--- config.mk ---
export PLATFORM = sky130hd
export DESIGN_NAME = flash_cmd_sequencer
export DESIGN_NICKNAME = d
export VERILOG_FILES = /design/src/rtl/flash_cmd_sequencer.sv
export SDC_FILE = /design/constraint.sdc
export NUM_CORES = 1
export LEC_CHECK = 0
export BUFFER_PORTS_ARGS = -buffer_cell sky130_fd_sc_hd__buf_2
export CELL_PAD_IN_SITES_DETAIL_PLACEMENT = 1
export CELL_PAD_IN_SITES_GLOBAL_PLACEMENT = 1
export CORE_MARGIN = 1.5
export CORE_UTILIZATION = 40
export DETAILED_ROUTE_END_ITERATION = 10
export PLACE_DENSITY_LB_ADDON = 0.1
export SLEW_MARGIN = 20
export SYNTH_ARGS = -nofsm -noshare
export SYNTH_HDL_FRONTEND = slang
export SYNTH_SLANG_ARGS = --single-unit
--- constraint.sdc ---
create_clock -name clk -period 6.2 [get_ports clk]
set_input_delay 1.24 -clock clk [delete_from_list [all_inputs] [get_ports clk]]
set_output_delay 1.24 -clock clk [all_outputs]
set_load 0.005 [all_outputs]
--- src/rtl/flash_cmd_sequencer.sv ---
// rtl/flash_cmd_sequencer.sv - P30 flash command sequencer for the memory controller flash port
// Turns host read/program/erase/unlock requests into single-req bus accesses with status polling.
module flash_cmd_sequencer #(
  parameter logic [23:0] POLL_MAX = 24'd5000000
) (
  input  logic        clk,
  input  logic        rst_n,
  input  logic        cmd_valid,
  output logic        cmd_ready,
  input  logic [1:0]  cmd_op,
  input  logic [22:0] cmd_addr,
  input  logic [15:0] cmd_wdata,
  output logic        done,
  output logic [15:0] rdata,
  output logic [7:0]  status,
  output logic        err,
  output logic        timeout,
  output logic [22:0] mem_address,
  output logic [15:0] mem_to_mem,
  input  logic [15:0] mem_from_mem,
  output logic        mem_req,
  output logic        mem_wren,
  input  logic        mem_ready
);

  typedef enum logic [2:0] {
    S_IDLE, S_CMD1, S_CMD2, S_POLL, S_CLR, S_ARRAY, S_READ, S_DONE
  } state_t;

  localparam logic [1:0] OP_READ    = 2'd0;
  localparam logic [1:0] OP_PROGRAM = 2'd1;
  localparam logic [1:0] OP_ERASE   = 2'd2;

  state_t      r_state, w_state_nxt;
  logic [1:0]  r_op;
  logic [22:0] r_addr, r_mem_address;
  logic [15:0] r_wdata, r_mem_to_mem, r_rdata;
  logic [7:0]  r_status;
  logic [23:0] r_poll_cnt;
  logic        r_array_mode, r_busy, r_cmd_ready, r_mem_req, r_mem_wren, r_err, r_timeout;
  logic        w_accept, w_complete, w_issue, w_wr, w_err_hit;
  logic [15:0] w_wdata;
  logic [23:0] w_poll_inc;

  assign w_accept   = cmd_valid & r_cmd_ready;
  assign w_complete = r_busy & mem_ready;
  assign w_err_hit  = |(mem_from_mem[7:0] & 8'h3A);
  assign w_poll_inc = r_poll_cnt + 24'd1;

  // r_busy marks an access in flight; a state issues exactly once while it is clear.
  always_comb begin
    w_state_nxt = r_state;
    w_issue     = 1'b0;
    w_wr        = 1'b0;
    w_wdata     = 16'h0000;
    case (r_state)
      S_IDLE: begin
        if (w_accept) begin
          if (cmd_op == OP_READ) w_state_nxt = r_array_mode ? S_READ : S_ARRAY;
          else                   w_state_nxt = S_CMD1;
        end
      end
      S_CMD1: begin
        w_issue = !r_busy;
        w_wr    = 1'b1;
        case (r_op)
          OP_PROGRAM: w_wdata = 16'h0040;
          OP_ERASE:   w_wdata = 16'h0020;
          default:    w_wdata = 16'h0060;
        endcase
        if (w_complete) w_state_nxt = S_CMD2;
      end
      S_CMD2: begin
        w_issue = !r_busy;
        w_wr    = 1'b1;
        w_wdata = (r_op == OP_PROGRAM) ? r_wdata : 16'h00D0;
        if (w_complete) w_state_nxt = S_POLL;
      end
      S_POLL: begin
        w_issue = !r_busy;
        if (w_complete) begin
          if (mem_from_mem[7])              w_state_nxt = w_err_hit ? S_CLR : S_ARRAY;
          else if (w_poll_inc == POLL_MAX)  w_state_nxt = S_CLR;
        end
      end
      S_CLR: begin
        w_issue = !r_busy;
        w_wr    = 1'b1;
        w_wdata = 16'h0050;
        if (w_complete) w_state_nxt = S_ARRAY;
      end
      S_ARRAY: begin
        w_issue = !r_busy;
        w_wr    = 1'b1;
        w_wdata = 16'h00FF;
        if (w_complete) w_state_nxt = (r_op == OP_READ) ? S_READ : S_DONE;
      end
      S_READ: begin
        w_issue = !r_busy;
        if (w_complete) w_state_nxt = S_DONE;
      end
      S_DONE:  w_state_nxt = S_IDLE;
      default: w_state_nxt = S_IDLE;
    endcase
  end

  always_ff @(posedge clk) begin
    if (!rst_n) begin
      r_state       <= S_IDLE;
      r_op          <= OP_READ;
      r_addr        <= '0;
      r_wdata       <= '0;
      r_array_mode  <= 1'b0;
      r_busy        <= 1'b0;
      r_cmd_ready   <= 1'b0;
      r_mem_req     <= 1'b0;
      r_mem_wren    <= 1'b0;
      r_mem_address <= '0;
      r_mem_to_mem  <= '0;
      r_rdata       <= '0;
      r_status      <= '0;
      r_err         <= 1'b0;
      r_timeout     <= 1'b0;
      r_poll_cnt    <= '0;
    end else begin
      r_state     <= w_state_nxt;
      r_cmd_ready <= (w_state_nxt == S_IDLE);
      r_mem_req   <= w_issue;
      if (w_issue) begin
        r_busy        <= 1'b1;
        r_mem_address <= r_addr;
        r_mem_to_mem  <= w_wdata;
        r_mem_wren    <= w_wr;
      end
      if (w_complete) r_busy <= 1'b0;
      if (w_accept) begin
        r_op      <= cmd_op;
        r_addr    <= cmd_addr;
        r_wdata   <= cmd_wdata;
        r_err     <= 1'b0;
        r_timeout <= 1'b0;
        if (cmd_op != OP_READ) r_status <= 8'h00;
      end
      if (r_state == S_CMD1) r_array_mode <= 1'b0;
      if (w_complete) begin
        case (r_state)
          S_CMD2:  r_poll_cnt <= '0;
          S_POLL: begin
            r_status   <= mem_from_mem[7:0];
            r_poll_cnt <= w_poll_inc;
            if (mem_from_mem[7])             r_err     <= w_err_hit;
            else if (w_poll_inc == POLL_MAX) r_timeout <= 1'b1;
          end
          S_ARRAY: r_array_mode <= 1'b1;
          S_READ:  r_rdata      <= mem_from_mem;
          default: ;
        endcase
      end
    end
  end

  assign cmd_ready   = r_cmd_ready;
  assign done        = (r_state == S_DONE);
  assign rdata       = r_rdata;
  assign status      = r_status;
  assign err         = r_err;
  assign timeout     = r_timeout;
  assign mem_address = r_mem_address;
  assign mem_to_mem  = r_mem_to_mem;
  assign mem_req     = r_mem_req;
  assign mem_wren    = r_mem_wren;

endmodule

# After elaboration in Yosys (flattened, before gate mapping)
# Cells that the tools add are included.
[totals]
ff_bits = 138
output_inout_bits = 69
[op_classes]
add_sub_neg = 1
n_eq_ne = 10
n_mux = 36
n_bitwise = 3
reduce_logical = 13
[ops]
columns = ["operator", "count"]
rows = [
  ["$pmux 16 s4", 1],
  ["$pmux 24 s2", 1],
  ["$mux 8", 4],
  ["$mux 3", 10],
  ["$add 24x1->24 const B", 1],
  ["$eq 24x23->1 const B", 1],
  ["$pmux 3 s8", 1],
  ["$mux 1", 16],
  ["$mux 16", 1],
  ["$pmux 7 s2", 1],
  ["$eq 3x3->1 const B", 4],
  ["$reduce_or 4->1", 2],
  ["$eq 3x2->1 const B", 2],
  ["$logic_not 3->1", 2],
  ["$reduce_or 6->1", 1],
  ["$logic_not 2->1", 2],
  ["$reduce_and 2->1", 2],
  ["$reduce_bool 2->1", 2],
  ["$eq 3x1->1 const B", 1],
  ["$and 1x1->1", 2],
  ["$eq 2x1->1 const B", 1],
  ["$eq 2x2->1 const B", 1],
  ["$mux 2", 1],
  ["$reduce_or 2->1", 1],
  ["2 further kinds", 2],
]

# Depth between registers and ports, before layout
# Gate-level depths: netlist of the first run.
[logic_depth]
word_depth = 7
mapped_depth = 10
mapped_depth_nobuf = 8

# Worst setup path before layout of the first run
# Ideal clock, no wire load.
[synth_path]
path_type = "input port to flip-flop"
startpoint = "input mem_ready"
endpoint = "register r_poll_cnt[13]"
setup_ns = 0.065
t_arrival_ns = 2.660
required_time_ns = 6.135
setup_slack_ns = 3.475
path_stages = 9
n_path_buf = 2
cell_sequence = "and2_1 clkbuf_1 nand3_1 nor2_1 clkbuf_1 nand3_1 nor3_1 a21oi_1 nor2_1"
[synth_between]
elab_chain_len = 2
[synth_lines]
columns = ["element", "line", "text"]
rows = [
  ["start, declared", "23", "input logic mem_ready"],
  ["$and 1x1->1", "46", "assign w_complete = r_busy & mem_ready;"],
  ["$reduce_and 2->1 (no line)", "n/a", ""],
  ["end signal, assigned", "150", "r_poll_cnt <= w_poll_inc;"],
  ["end, declared", "39", "logic [23:0] r_poll_cnt;"],
]
# No other way between the ends.
# A chain may end at the register's enable or synchronous reset.

# Final worst setup path of the first run
[layout_path]
startpoint = "register r_state[0]"
endpoint = "output done"
[layout_between]
elab_chain_len = 1
[layout_lines]
columns = ["element", "line", "text"]
rows = [
  ["start, declared", "34", "state_t r_state, w_state_nxt;"],
  ["start signal, assigned", "126", "r_state <= w_state_nxt;"],
  ["$eq 3x3->1", "163", "assign done = (r_state == S_DONE);"],
  ["end, declared", "13", "output logic done,"],
]
# No other way between the ends.

==> results.md, run 1 <==
- First-pass GRT wire length: 27570 um
- Post-Syn Area: 5714 um^2
- Initial Util: 41.01%
- Commonest non-fill, non-tap cells in the layout: nand2_1 (224), dfxtp_1 (138), a21oi_1 (132)
- Initial antenna violation count: 0
- Slew Limit Fails: 0
- Sw Ratio: 30.22%
- Minimum clock period after layout: 3148 ps
- Cells after Synth: 758
- Clock power frac: 42.1%
- Clock Path Buffers: 2
- Post-CTS Setup Bufs: 0
- IO Pins: 130
- Crit. Startpoint: r_state[0]
- Root buf cell: clkbuf_16
- Num CTS Buffers: 17
- Most common cell after layout, fill and taps aside: nand2_1
- Max IR drop VDD: 0.0002051 V
- EDFF count, synth: 0
- Final setup viols: 0
- Seq cells post-synth: 138
- Synth area leader: dfxtp_1
- Worst skew pair latency: 430 ps
- Worst endpoint required time: 4960 ps
- # diodes: 0
- Crit Path Class: register to output pin
- CP endpoint: done
- Worst-Margin Slew: 1025 ps
- Grt total ovfl: 0
- Synth top area share: 48.35%
- F_max: 317.6 MHz
- Cell variety after synth: 53
- Type of the most critical hold path: register to register
- Setup TNS: 0 ps
- Worst flop-to-flop path startpoint: r_poll_cnt[0]
- Flop pwr share: 40.8%
- Run status: complete, no violations
- Vias in the first global route: 5581
- Net switching power: 754.9 uW
- Final worst-path cycle share: 50.78%
- Power Internal: 1.743 mW
- Routed WL: 17300 um
- Routed Antenna Nets: 0
- Worst hold margin: 450.0 ps
- Final clock skew: 7.357 ps
- Worst-case reg-to-reg path depth: 8
- H-tree depth: 4
- # Max-Cap Violations: 0
- Core Area: 13930 um^2
- Final GP Congestion: 0.8326
- Layout cell share with drive strength beyond 1: 20.94%
- Combinational share of power: 17.1%
- Capturing point of the worst reg2reg path: cmd_ready
- Starting DRT DRC Count: 291
- Post-layout power: 2.498 mW
- Avg Cell Area, Syn: 7.539 um^2
- Gr usage total: 23.50%
- Chip width: 122.5 um
- Total die area: 15010 um^2
- Clk sink count: 138
- Post-CTS sizing: 0
- Vias per inst: 5.322
- Critical path launch point type: register
- Max_slew headroom: 31.31%
- Fin util: 50.70%
- Asr flop ratio synth: 0%
- Synth-to-Final Area Change: 23.63%
- Dpl hpwl: 11330 um
- RSZ-0062 raised after global routing: false
- Vias: 5609
- CTS tree: yes
- CP max FO: 25
- P_leak: 2.706 nW
- Ys flop type: dfxtp_1
- Worst EP arrival: 1910 ps
- Row count: 43
- Largest cells by area after synthesis: dfxtp_1 (48%), nand2_1 (15%), a21oi_1 (12%)
- Net count after synthesis: 820
- CTS Hold Buffers Added: 0
- DRT Pass-1 Iters: 4
- R2r setup slk: 3180 ps
- # DRC: 0
- Largest net degree at the start of global routing: 74
- Final net count: 923
- Final Hold Viols: 0
- Die Y: 122.5 um
- Avg WL per Cell: 16.42 um
- Ys Warns: 0
- Register area share after synthesis: 48.35%
- Clk pin slew, worst setup/hold paths: 60 ps
- CP Capture Type: output pin
- Power density cells: 353.7 nW/um^2
- I/O Buffers: 129
## sequential cells by signal, indices dropped and copies added, names as in the netlist, named ones only
register	cells
r_poll_cnt	24
mem_address	23
r_addr	23
mem_to_mem	16
r_wdata	16
rdata	16
status	8
r_state	3
r_op	2
cmd_ready	1
err	1
mem_req	1
mem_wren	1
r_busy	1
timeout	1
## critical path, stage by stage (launching register included)
cell	delay [ps]
dfxtp_1	550
buf_4	370
nand2_1	160
nor2_1	210
buf_2	170
## synth_stat cells, types with 2 or more instances
master	count
a21oi_1	132
a311oi_1	2
a31oi_1	3
a32oi_1	4
and2_1	4
and3_1	2
buf_1	4
buf_2	3
clkbuf_1	45
dfxtp_1	138
inv_1	4
nand2_1	224
nand2b_1	5
nand3_1	32
nand4_1	7
nand4_2	2
nor2_1	52
nor2b_1	5
nor3_1	21
nor4_1	2
nor4_2	2
o21a_1	5
o21ai_0	19
o21ai_1	2
o22ai_1	2
or3_1	4
xnor2_1	5
xor2_1	3
## power groups by stage
stage	Clock (mW)	Sequential, mW	Combinational [mW]
finish	1.05	1.02	0.428
global route	1.11	1.03	0.480
CTS	1.07	1.02	0.434
detailed placement	0	1.04	0.429
global placement	0	1.03	0.417
floorplan	0	1.02	0.275
## per-stage QoR
step / cell area, um^2 / std cells / worst slack (ps)
global placement: 6456 / 1022 / 2850
floorplan: 5714 / 758 / 3475
CTS: 7064 / 1054 / 3043
finish: 7064 / 1054 / 3052
detailed placement: 6456 / 1022 / 2761
global route: 7064 / 1054 / 2934
## layout make-up
type                    instances  area, um^2
multi-input cells             563        2749
repair buffers                136       698.2
fillers                      1752        6870
well taps                     180       225.2
flip-flops and latches        138        2763
clock buffers                  19       442.9
inverters                       5       21.27
clock inverters                13       165.2
## layer usage
metal / routed length [um] / GRT usage, %
met1: 7809 / 28.76
met2: 8538 / 40.50
met3: 731 / 5.576
met4: 224 / 7.849
met5: 0 / 0
## worst min path at each step
stage / startpoint / end / slack, ps / cells after the start
floorplan: r_addr[0] / mem_address[0] / 430 / 2
global placement: r_addr[13] / mem_address[13] / 440 / 2
detailed placement: mem_address[16] / mem_address[16] / 450 / 2
CTS: mem_address[12] / mem_address[12] / 450 / 2
global route: r_addr[2] / mem_address[2] / 470 / 2
finish: r_addr[16] / mem_address[16] / 450 / 2
## kinds of logic (layout without fill, tap and decap cells)
kind of cell / Yosys count / after routing / share of synthesized area [%]
AO/OA/AOI/OAI: 179 / 179 / 17.39
XOR/XNOR: 8 / 8 / 1.226
adder cells (fa/ha/maj): 1 / 1 / 0.2189
buffers and inverters: 57 / 173 / 3.810
flip-flops: 138 / 138 / 48.35
multiplexers: 1 / 1 / 0.1752
AND/OR/NAND/NOR: 374 / 374 / 28.84
Note: power is estimated with default switching activity, not from simulation.
==> run 2: changes to the inputs <==
Settings changed: CORE_UTILIZATION 40 to 35.
Clock period 6.2 ns to 2.53 ns, I/O delays scaled along.
==> results.md, run 2 (synthesis results as in run 1) <==
- Run status: complete, no violations
- Dpl hpwl: 12190 um
- Worst skew pair latency: 430 ps
- Final worst-path cycle share: 95.19%
- Clock Path Buffers: 2
- # DRC: 0
- Total die area: 17100 um^2
- Power density cells: 809.1 nW/um^2
- Max IR drop VDD: 0.0004970 V
- Largest net degree at the start of global routing: 54
- Gr usage total: 21.18%
- F_max: 415.2 MHz
- Final net count: 943
- First-pass GRT wire length: 28060 um
- Max FFs per register: 24
- Most common cell after layout, fill and taps aside: nand2_1
- Final GP Congestion: 0.8415
- CTS tree: yes
- Minimum clock period after layout: 2408 ps
- Synth-to-Final Area Change: 28.36%
- DRT Pass-1 Iters: 4
- Num CTS Buffers: 17
- H-tree depth: 4
- Worst-Margin Slew: 946.0 ps
- Grt total ovfl: 0
- Clk sink count: 138
- Post-layout power: 5.935 mW
- Avg WL per Cell: 15.85 um
- Row count: 46
- I/O Buffers: 129
- Vias in the first global route: 5717
- Die Y: 130.8 um
- Type of the most critical hold path: input port to register
- Routed WL: 17590 um
- Critical path launch point type: register
- Commonest non-fill, non-tap cells in the layout: nand2_1 (224), a21oi_1 (132), dfxtp_1 (132)
- Worst endpoint required time: 2880 ps
- Initial antenna violation count: 0
- CTS Hold Buffers Added: 0
- CP max FO: 5
- Largest Register: r_poll_cnt
- Core Area: 15940 um^2
- Max_slew headroom: 36.59%
- Routed Antenna Nets: 0
- Final Hold Viols: 0
- Final clock skew: 9.508 ps
- Vias per inst: 5.115
- Initial Util: 35.84%
- IO Pins: 130
- RSZ-0062 raised after global routing: true
- Setup TNS: 0 ps
- Chip width: 130.8 um
- Slew Limit Fails: 0
- Root buf cell: clkbuf_16
- Crit Path Class: register to register
- CP Capture Type: register
- Starting DRT DRC Count: 234
- # Max-Cap Violations: 0
- Layout cell share with drive strength beyond 1: 23.96%
- Clk pin slew, worst setup/hold paths: 60 ps
- Worst EP arrival: 2760 ps
- P_leak: 2.820 nW
- Final setup viols: 0
- Vias: 5678
## run 2: cell types whose count changed in the layout (fill, tap and decap cells not counted), sizes merged
cell | previous run | this run
buf | 136 | 156
clkinvlp | 1 | 4
clkbuf | 19 | 21
diode | 0 | 1
bufinv | 3 | 1
clkinv | 6 | 5
inv | 8 | 5
## run 2: layout make-up
class	instances	area (um^2)
Tap cell	216	270.3
Clock buffer	21	460.4
Fill cell	2030	8608
Multi-Input combinational cell	563	2828
Antenna cell	1	2.502
Sequential cell	138	2770
Inverter	5	21.27
Timing Repair Buffer	156	885.9
Clock inverter	10	96.34
## run 2: metal layers
| metal | up-vias | track usage, % | wire length (um) |
|---|---|---|---|
| li1 | 2805 | - | - |
| met1 | 2764 | 24.64 | 7517 |
| met2 | 93 | 37.99 | 9178 |
| met3 | 16 | 5.252 | 637 |
| met4 | 0 | 7.175 | 260 |
| met5 | - | 0 | 0 |
## run 2: path summary, 6_finish.rpt
kind	endpoint	from	depth (start not counted)	slack (ps)
setup reg to reg	timeout	r_poll_cnt[9]	7	120
hold / removal	rdata[10]	mem_from_mem[10]	3	310
setup / recovery	timeout	r_poll_cnt[9]	7	120
hold reg to reg	timeout	timeout	2	450
## run 2: what timing repair did
item / in CTS / in global routing
buffers inserted: 0 / 1
resized for setup: 0 / 17
setup endpoints to repair: 0 / 5
## run 2: through the flow
step                      setup slack (ps)  instance area, um^2  util (%)  std cells  hold slack (ps)
after global routing                -23.51                 7332     45.99       1109            311.5
after global placement               120.9                 6689     41.96       1077            436.8
after CTS                            40.22                 7246     45.45       1108            297.5
final                                121.8                 7335     46.01       1110            312.7
after floorplan                      143.5                 5714         -        758            432.1
after detailed placement             70.91                 6689     41.96       1077            445.5
## run 2: power breakdown
part	switching, mW	total, mW	internal [mW]
combinational	0.741	1.11	0.369
clock	0.957	2.35	1.40
sequential	0.113	2.47	2.36
total	1.81	5.93	4.12
## run 2: worst max-delay path, cell delays in order (launching register included)
cell,delay (ps)
dfxtp_1,450
nand4_4,180
or4_4,590
xor2_1,170
a21oi_2,160
nand4_4,130
or4b_1,510
a21oi_1,150
==> run 3: changes to the inputs <==
Settings changed: CTS_BUF_LIST set to sky130_fd_sc_hd__clkbuf_4 sky130_fd_sc_hd__clkbuf_8 sky130_fd_sc_hd__clkbuf_16, CTS_CLUSTER_DIAMETER set to 30, SLEW_MARGIN 20 to not set.
==> results.md, run 3 (synthesis results as in run 1) <==
- Minimum clock period after layout: 2415 ps
- Gr usage total: 21.16%
- Run status: complete, no violations
- Crit Path Class: register to register
- Clk sink count: 138
- Starting DRT DRC Count: 249
- Core Area: 15940 um^2
- Num CTS Buffers: 17
- Routed WL: 17590 um
- Worst-Margin Slew: 933.3 ps
- Worst endpoint required time: 2880 ps
- Max FFs per register: 24
- Critical path launch point type: register
- Clk pin slew, worst setup/hold paths: 60 ps
- H-tree depth: 4
- Max_slew headroom: 37.44%
- Largest Register: r_poll_cnt
- Final GP Congestion: 0.8415
- DRT Pass-1 Iters: 4
- Post-layout power: 5.952 mW
- Worst EP arrival: 2770 ps
- Avg WL per Cell: 15.84 um
- Vias per inst: 5.135
- # Max-Cap Violations: 0
- Dpl hpwl: 12190 um
- Slew Limit Fails: 0
- P_leak: 2.827 nW
- Final Hold Viols: 0
- Grt total ovfl: 0
- Routed Antenna Nets: 0
- Max IR drop VDD: 0.0004953 V
- Vias in the first global route: 5724
- Final setup viols: 0
- Vias: 5700
- Final clock skew: 7.597 ps
- # DRC: 0
- FILL cells: 2031
- CP Capture Type: register
- Final net count: 943
- Commonest non-fill, non-tap cells in the layout: nand2_1 (224), a21oi_1 (132), dfxtp_1 (132)
- Net switching power: 1.806 mW
- RSZ-0062 raised after global routing: true
- Final worst-path cycle share: 95.47%
- Layout cell share with drive strength beyond 1: 24.19%
- Total die area: 17100 um^2
- CP max FO: 5
- I/O Buffers: 129
- CTS tree: yes
- Most common cell after layout, fill and taps aside: nand2_1
- Worst hold margin: 315.3 ps
- CTS Hold Buffers Added: 0
- Sw Ratio: 30.35%
- Root buf cell: clkbuf_16
- Clock Path Buffers: 2
- Power density cells: 810.6 nW/um^2
- F_max: 414.0 MHz
- Chip width: 130.8 um
- Combinational share of power: 18.6%
- Type of the most critical hold path: input port to register
- IO Pins: 130
- First-pass GRT wire length: 28100 um
- Power Internal: 4.146 mW
- Worst skew pair latency: 420 ps
- Synth-to-Final Area Change: 28.49%
- Largest net degree at the start of global routing: 54
- Initial antenna violation count: 0
- Die Y: 130.8 um
- Clock power frac: 39.9%
- Row count: 46
- Initial Util: 35.84%
- Flop pwr share: 41.5%
[run 3: cell counts in the layout (fill, tap and decap cells not counted)]
No cell type changed its count.
[run 3: cell type report]
class | count | area (um^2) | share of cell area [%]
inverters | 5 | 21.27 | 0.2897
flip-flops and latches | 138 | 2770 | 37.73
repair buffers | 156 | 885.9 | 12.07
well taps | 216 | 270.3 | 3.681
diodes | 1 | 2.502 | 0.03408
multi-input cells | 563 | 2828 | 38.51
clock inverters | 10 | 96.34 | 1.312
clock buffers | 21 | 467.9 | 6.374
[run 3: worst max-delay path: stages (launching register included)]
cell	delay [ps]
dfxtp_1	450
nand4_4	180
or4_4	590
xor2_1	170
a21oi_2	160
nand4_4	130
or4b_1	510
a21oi_1	150
[run 3: power groups by stage]
| stage | Combinational [mW] | Sequential (mW) | Clock, mW |
|---|---|---|---|
| finish | 1.11 | 2.47 | 2.37 |
| global route | 1.26 | 2.49 | 2.53 |
| CTS | 1.13 | 2.47 | 2.44 |
| detailed placement | 1.13 | 2.52 | 0 |
| global placement | 1.09 | 2.51 | 0 |
| floorplan | 0.674 | 2.50 | 0 |
[run 3: final timing paths]
| kind | start | endpoint | slack [ps] | cells after the start |
|---|---|---|---|---|
| min reg2reg | timeout | timeout | 450 | 2 |
| max reg2reg | r_poll_cnt[9] | timeout | 110 | 7 |
| max | r_poll_cnt[9] | timeout | 110 | 7 |
| min | cmd_addr[16] | r_addr[16] | 320 | 3 |
[run 3: what timing repair did]
item / in CTS / in global routing
setup buffers: 0 / 1
endpoints found under the setup margin: 0 / 5
gates resized for setup: 0 / 17
[run 3: layer usage]
metal  wire, um  part of all wire (%)  GRT usage [%]  up-vias
met5          0                     0              0        -
met3        657                   3.7          5.008       19
li1           -                     -              -     2807
met1       7510                    43          24.62     2778
met4        279                   1.6          7.369        0
met2       9138                    52          38.05       96
[run 3: per-stage QoR]
| stage | TNS (ps) | instance area (um^2) | setup slack (ps) | instances | util (%) |
|---|---|---|---|---|---|
| 2_1_floorplan | 0 | 5714 | 143.5 | 758 | - |
| 3_3_place_gp | 0 | 6689 | 120.9 | 1077 | 41.96 |
| 3_5_place_dp | 0 | 6689 | 70.91 | 1077 | 41.96 |
| 4_1_cts | 0 | 7253 | 40.25 | 1108 | 45.50 |
| 5_1_grt | -24.63 | 7340 | -23.72 | 1109 | 46.04 |
| 6_report | 0 | 7342 | 114.6 | 1110 | 46.05 |
